==> src/rtl/cpu_inst_types.sv <==
// Instruction-side shared types.
// Holds the instruction word width used by the fetch path of the memory
// port arbiter and by other instruction-side blocks.
package cpu_inst_types;

   localparam int INST_W = 16;

   typedef logic [INST_W-1:0] inst_word_t;

endpackage

==> src/rtl/cpu_mem_types.sv <==
// Memory-side shared types.
// State encoding for the memory port arbiter FSM, the requester id used by
// the round-robin tie-break, and the bus widths of the shared memory port.
package cpu_mem_types;

   localparam int ADDR_W  = 32;
   localparam int WORD_W  = 32;
   localparam int DWIDE_W = 64;

   typedef enum logic [1:0] {
      ST_IDLE = 2'd0,
      ST_ACC0 = 2'd1,
      ST_ACC1 = 2'd2,
      ST_DONE = 2'd3
   } arb_state_t;

   // Bit position of each requester in the arbiter request/grant vectors.
   typedef enum logic {
      REQ_FETCH = 1'b0,
      REQ_DATA  = 1'b1
   } req_id_t;

endpackage

==> src/rtl/rr_arbiter2.sv <==
// Two-way round-robin arbiter.
// Ports:
//   clk, reset  - clock and asynchronous active-high reset
//   req[1:0]    - requests, bit index = req_id_t (0 fetch, 1 data)
//   en          - a grant is being taken this cycle; advances the pointer
//   gnt[1:0]    - one-hot grant (combinational)
// The pointer remembers the last granted requester; on a tie the other one
// wins. Reset points at fetch so the data unit wins the first tie.
module rr_arbiter2
   import cpu_mem_types::*;
(
   input  logic       clk,
   input  logic       reset,
   input  logic [1:0] req,
   input  logic       en,
   output logic [1:0] gnt
);

   req_id_t last_q;

   always_comb begin
      gnt = 2'b00;
      if (req == 2'b11)
         gnt = (last_q == REQ_FETCH) ? 2'b10 : 2'b01;
      else
         gnt = req;
   end

   always_ff @(posedge clk or posedge reset) begin
      if (reset)
         last_q <= REQ_FETCH;
      else if (en && (gnt != 2'b00))
         last_q <= gnt[1] ? REQ_DATA : REQ_FETCH;
   end

endmodule

==> src/rtl/mem_port_arbiter.sv <==
// Shares one 32-bit word-addressed memory port between the instruction fetch
// unit (narrow reads) and the data unit (1- or 2-word reads and writes).
// Ports:
//   clk, reset                      - clock, asynchronous active-high reset
//   f_req/f_addr -> f_gnt/f_rdy/f_data          - fetch requester
//   d_req/d_we/d_wide/d_addr/d_wdata
//              -> d_gnt/d_rdy/d_rdata           - data requester
//   mem_addr/mem_wdata/mem_we, mem_rdata        - memory port; read data
//                                                 returns one cycle after
//                                                 the address
//   busy                            - high whenever the FSM is not IDLE
//
// state   | meaning
// --------+---------------------------------------------------------------
// IDLE    | no access; grant a requester combinationally and latch request
// ACC0    | first beat on the memory port (addr, low write word)
// ACC1    | second beat of a wide access (addr+1, high write word);
//         | captures the first read word
// DONE    | captures the last read word, updates outputs, pulses rdy next
module mem_port_arbiter
   import cpu_mem_types::*;
   import cpu_inst_types::*;
(
   input  logic                clk,
   input  logic                reset,
   input  logic                f_req,
   input  logic [ADDR_W-1:0]   f_addr,
   output logic                f_gnt,
   output logic                f_rdy,
   output logic [INST_W-1:0]   f_data,
   input  logic                d_req,
   input  logic                d_we,
   input  logic                d_wide,
   input  logic [ADDR_W-1:0]   d_addr,
   input  logic [DWIDE_W-1:0]  d_wdata,
   output logic                d_gnt,
   output logic                d_rdy,
   output logic [DWIDE_W-1:0]  d_rdata,
   output logic [ADDR_W-1:0]   mem_addr,
   output logic [WORD_W-1:0]   mem_wdata,
   output logic                mem_we,
   input  logic [WORD_W-1:0]   mem_rdata,
   output logic                busy
);

   arb_state_t          state;
   req_id_t             who_q;
   logic [ADDR_W-1:0]   addr_q;
   logic                we_q;
   logic                wide_q;
   logic [DWIDE_W-1:0]  wdata_q;
   logic [WORD_W-1:0]   word_lo;

   logic       idle;
   logic       arb_en;
   logic [1:0] arb_req;
   logic [1:0] arb_gnt;

   assign idle    = (state == ST_IDLE);
   assign arb_req = {d_req, f_req};
   assign arb_en  = idle & (|arb_req);

   rr_arbiter2 u_rr (
      .clk   (clk),
      .reset (reset),
      .req   (arb_req),
      .en    (arb_en),
      .gnt   (arb_gnt)
   );

   // Reset is folded in so no grant escapes while state is being cleared.
   assign f_gnt = idle & ~reset & arb_gnt[REQ_FETCH];
   assign d_gnt = idle & ~reset & arb_gnt[REQ_DATA];
   assign busy  = ~idle;

   always_ff @(posedge clk or posedge reset) begin
      if (reset) begin
         state     <= ST_IDLE;
         who_q     <= REQ_FETCH;
         addr_q    <= '0;
         we_q      <= 1'b0;
         wide_q    <= 1'b0;
         wdata_q   <= '0;
         word_lo   <= '0;
         mem_addr  <= '0;
         mem_wdata <= '0;
         mem_we    <= 1'b0;
         f_rdy     <= 1'b0;
         f_data    <= '0;
         d_rdy     <= 1'b0;
         d_rdata   <= '0;
      end else begin
         f_rdy <= 1'b0;
         d_rdy <= 1'b0;
         case (state)
            ST_IDLE: begin
               if (arb_en) begin
                  // Memory port is loaded at the grant edge so ACC0 drives it
                  // straight from registers.
                  if (arb_gnt[REQ_DATA]) begin
                     who_q     <= REQ_DATA;
                     addr_q    <= d_addr;
                     we_q      <= d_we;
                     wide_q    <= d_wide;
                     wdata_q   <= d_wdata;
                     mem_addr  <= d_addr;
                     mem_we    <= d_we;
                     mem_wdata <= d_wdata[WORD_W-1:0];
                  end else begin
                     who_q     <= REQ_FETCH;
                     addr_q    <= f_addr;
                     we_q      <= 1'b0;
                     wide_q    <= 1'b0;
                     wdata_q   <= '0;
                     mem_addr  <= f_addr;
                     mem_we    <= 1'b0;
                     mem_wdata <= '0;
                  end
                  state <= ST_ACC0;
               end
            end
            ST_ACC0: begin
               if (wide_q) begin
                  mem_addr  <= addr_q + 32'd1;
                  mem_we    <= we_q;
                  mem_wdata <= wdata_q[DWIDE_W-1:WORD_W];
                  state     <= ST_ACC1;
               end else begin
                  mem_we <= 1'b0;
                  state  <= ST_DONE;
               end
            end
            ST_ACC1: begin
               word_lo <= mem_rdata;
               mem_we  <= 1'b0;
               state   <= ST_DONE;
            end
            ST_DONE: begin
               // Last-beat word goes straight into the requester output so
               // data and rdy appear together.
               mem_addr  <= '0;
               mem_wdata <= '0;
               mem_we    <= 1'b0;
               state     <= ST_IDLE;
               if (who_q == REQ_FETCH) begin
                  f_rdy  <= 1'b1;
                  f_data <= mem_rdata[INST_W-1:0];
               end else begin
                  d_rdy <= 1'b1;
                  if (!we_q)
                     d_rdata <= wide_q ? {mem_rdata, word_lo} : {32'h0, mem_rdata};
               end
            end
            default: state <= ST_IDLE;
         endcase
      end
   end

endmodule

==> config.mk <==
export PLATFORM = sky130hd
export DESIGN_NAME = mem_port_arbiter
export DESIGN_NICKNAME = d
export VERILOG_FILES = /design/src/rtl/cpu_inst_types.sv /design/src/rtl/cpu_mem_types.sv /design/src/rtl/rr_arbiter2.sv /design/src/rtl/mem_port_arbiter.sv
export SDC_FILE = /design/constraint.sdc
export NUM_CORES = 1
export LEC_CHECK = 0
export BUFFER_PORTS_ARGS = -buffer_cell sky130_fd_sc_hd__clkbuf_2
export CAP_MARGIN = 20
export CORE_ASPECT_RATIO = 0.6
export CORE_MARGIN = 5
export CORE_UTILIZATION = 35
export DETAILED_ROUTE_END_ITERATION = 8
export GPL_TIMING_DRIVEN = 0
export PLACE_DENSITY = 0.67
export REMOVE_ABC_BUFFERS = 1
export SLEW_MARGIN = 25
export SYNTH_ARGS = -nofsm -noshare
export SYNTH_HDL_FRONTEND = slang
export SYNTH_HIERARCHICAL = 1
export SYNTH_SLANG_ARGS = --single-unit
==> constraint.sdc <==
create_clock -name clk -period 9 [get_ports clk]
set_input_delay 1.35 -clock clk [delete_from_list [all_inputs] [get_ports clk]]
set_output_delay 1.35 -clock clk [all_outputs]
set_load 0.02 [all_outputs]
==> run summary <==
STATUS
------------------------------------------------------------------------------------
Outcome ............................................................... finished clean

STA
------------------------------------------------------------------------------------
Fraction of the cycle the final worst path needs ......................        45.7%
Highest clock frequency the design can meet ...........................      243 MHz
Max Slew Vio Count ....................................................            0
Headroom to the max-slew limit ........................................        39.7%
Setup repair after global routing missed its margin ...................        false
Skew final ............................................................      22.0 ps
Final setup fails .....................................................            0
Final Critical Period .................................................      4110 ps
Final hold violation count ............................................            0
Slew @ Worst Pin ......................................................       897 ps

GLOBAL ROUTING
------------------------------------------------------------------------------------
Antenna violations before repair ......................................            1
Overflow left after global routing ....................................            0
Pin count of the biggest net entering global routing ..................           98
Global router's overall resource usage ................................        17.2%
Via count of the first global-routing pass ............................        9,109
Global-route wire length before repair ................................    50,300 um

LOGIC SYNTHESIS
------------------------------------------------------------------------------------
Main synth FF type ....................................................      dfrtp_1
Proportion of synthesized flip-flops having asynchronous set or reset .         100%
Average cell area after synthesis .....................................    10.1 um^2
Register bit total from synthesis .....................................          249
Area leader, netlist ..................................................      dfrtp_1
EDFF count, synth .....................................................            0
Number of instances in the synthesized netlist ........................        1,096
Count of warnings emitted by yosys ....................................            6
Cell area after technology mapping ....................................  11,100 um^2
Yosys top cell area share .............................................        56.2%
Post-synthesis cell type count ........................................           49
Top cells by area, synth .............................................. dfrtp_1 (56%), o21ai_0 (7.9%), nand2_1 (7.3%), mux2i_1 (5.9%), nor2_1 (2.7%)
Sequential share of the synthesized area ..............................        56.2%

WORST SETUP PATH
------------------------------------------------------------------------------------
Nature of the critical path startpoint ................................ primary input
Critical path endpoint category ....................................... primary output
Peak fanout along the critical path ...................................            8
Required time of the critical path ....................................      7650 ps
Worst-case reg-to-reg path depth ......................................            9
Worst setup path category ............................................. primary input to primary output
Arrival time of data at the critical path endpoint ....................      2760 ps

WORST HOLD PATH
------------------------------------------------------------------------------------
Worst min-delay path class ............................................ flip-flop to flip-flop
Number of cells on the worst hold path ................................            2

ROUTE
------------------------------------------------------------------------------------
DR WL/cell ............................................................      17.3 um
Drt first-iter violations .............................................          491
Post-route DRC ........................................................            0
Antenna violation net count after detailed routing ....................            0
Drt via density .......................................................         5.04
DRT Wirelength ........................................................    31,500 um
Vias post-DR ..........................................................        9,163
First-pass iteration count of the detailed router .....................            5

FLOORPLAN
------------------------------------------------------------------------------------
Core Region ...........................................................  31,200 um^2
Initial cell density of the core ......................................        35.5%
IO Pins ...............................................................          316
Row cnt ...............................................................           50
Area of the die .......................................................  35,400 um^2
Chip width ............................................................       240 um
Die Ht ................................................................       148 um

PLACE
------------------------------------------------------------------------------------
Placer Congestion .....................................................        0.817
Estimated wirelength of the detail-placed design ......................    22,700 um
Placed cell area ......................................................  13,400 um^2
Number of buffers added on ports ......................................          315

CTS
------------------------------------------------------------------------------------
Setup bufs post-CTS ...................................................            0
Clock sink count ......................................................          249
Clock Pin Slew Worst Setup and Hold Paths .............................        60 ps
Clk root buf ..........................................................    clkbuf_16
Clock latency reported for the late side of the worst-skew pair .......       540 ps
Hold bufs inserted after CTS ..........................................            0
Total of cells resized after clock tree synthesis .....................            0
H-tree levels .........................................................            1
Clock tree from TritonCTS .............................................          yes
Clock Tree Buf Depth ..................................................            3
CTS buffer count ......................................................           27

POWER AND IR DROP
------------------------------------------------------------------------------------
Leakage power summed over all cells ...................................      6.82 nW
Power density cells ...................................................  395 nW/um^2
Peak supply drop ......................................................     0.139 mV

CELLS AND AREA
------------------------------------------------------------------------------------
Share of final-layout standard cells stronger than drive strength 1 ...        30.5%
Fin util ..............................................................        45.9%
Cell area after layout ................................................  14,300 um^2
Layout net count ......................................................        1,556
Signed area change from the synthesized netlist to the final layout ...        29.4%

RUN
------------------------------------------------------------------------------------
Count of max-cap constraint violations ................................            0

==> final timing paths <==
check	startpoint	to	slack, ps
max	d_req	d_gnt	4890
min	d_rdata[11]$_DFFE_PP0P_	d_rdata[11]$_DFFE_PP0P_	480
max reg2reg	state[1]$_DFFE_PP0N_	mem_addr[21]$_DFFE_PP0P_	6120
min reg2reg	d_rdata[11]$_DFFE_PP0P_	d_rdata[11]$_DFFE_PP0P_	480
max in group asynchronous	reset	d_rdata[13]$_DFFE_PP0P_	6680
min in group asynchronous	reset	u_rr/last_q$_DFFE_PP0P_	720
==> layout by cell type, fill, tap and decap left out, types with 4 or more instances in the layout <==
cell,count
xnor2_1,6
nor2_1,78
and3_1,8
a221oi_1,32
buf_16,12
nand3_1,15
xor2_1,21
a21oi_1,12
o21ai_1,24
clkbuf_8,7
clkbuf_16,27
dfrtp_1,248
ha_1,4
nand2_1,216
clkbuf_2,315
mux2_1,23
o21ai_0,175
mux2i_1,65
nand4_1,10
buf_12,5
clkinv_2,4
mux2_2,26
inv_1,10
clkbuf_1,5
==> synthesized netlist by cell type, drive strengths merged, types with 2 or more instances <==
cell type / count
buf: 19
xnor2: 7
and3: 8
nand4: 13
and4: 3
dfrtp: 249
nand2b: 2
o221ai: 2
a21oi: 12
nor4: 4
mux2i: 65
ha: 6
o21ai: 200
o21a: 2
a221oi: 32
nand2: 216
mux2: 49
a2bb2oi: 2
a21boi: 2
nor2: 80
nor3: 4
inv: 11
clkbuf: 60
xor2: 21
nand3: 16
==> kinds of logic after synthesis <==
family | synth area share [%]
AND/OR/NAND/NOR | 13.6
AO/OA/AOI/OAI | 13.1
buffers and inverters | 3.27
XOR/XNOR | 2.28
adder cells (fa/ha/maj) | 0.677
multiplexers | 10.9
flip-flops | 56.2
==> critical path: stages <==
cell and delay [ps]:
clkbuf_2 170, a21boi_4 440, buf_8 210, inv_1 110, nor3_1 260, clkbuf_2 220
==> sequential cells by signal, summed over array words and instances, names as in the netlist <==
name	flops
wdata_q	32
d_rdata	64
d_rdy	1
f_rdy	1
we_q	1
u_rr/last_q	1
wide_q	1
mem_addr	32
f_data	16
word_lo	32
mem_wdata	32
addr_q	32
mem_we	1
state	2
who_q	1
==> area by class of cell <==
class / instances / area (um^2)
fillers: 2909 / 16900
flip-flops and latches: 249 / 6230
multi-input cells: 757 / 4540
repair buffers: 338 / 2090
clock buffers: 39 / 791
well taps: 416 / 520
clock inverters: 8 / 119
inverters: 11 / 48.8
diodes: 1 / 2.50
==> power breakdown <==
group          total (W)  switching [W]  leakage (nW)  internal [W]
logic            0.00251        0.00154          3.28      0.000968
clock network    0.00114       0.000450         0.452      0.000692
registers        0.00202       0.000361          3.09       0.00166
total            0.00567        0.00235          6.82       0.00332
==> stage by stage <==
stage / hold slack (ps) / total power [W] / setup slack, ps / setup TNS (ps) / instances
final: 478 / 0.00567 / 4890 / 0 / 1819
after global placement: 461 / 0.00440 / -4150 / -919200 / 1748
after CTS: 484 / 0.00574 / 4880 / 0 / 1818
after global routing: 499 / 0.00609 / 4830 / 0 / 1819
after detailed placement: 470 / 0.00458 / 4900 / 0 / 1771
after floorplan: 450 / 0.00358 / 91.2 / 0 / 1017
==> layer usage <==
metal / GRT usage (%) / vias to the layer above / share of wire [%]
met2: 27.6 / 286 / 47
met4: 3.99 / 0 / 2.3
met3: 3.45 / 45 / 6.9
met5: 0 / - / 0
li1: - / 4365 / -
met1: 24.1 / 4467 / 44
No activity file was read; power rests on OpenSTA's default activity.
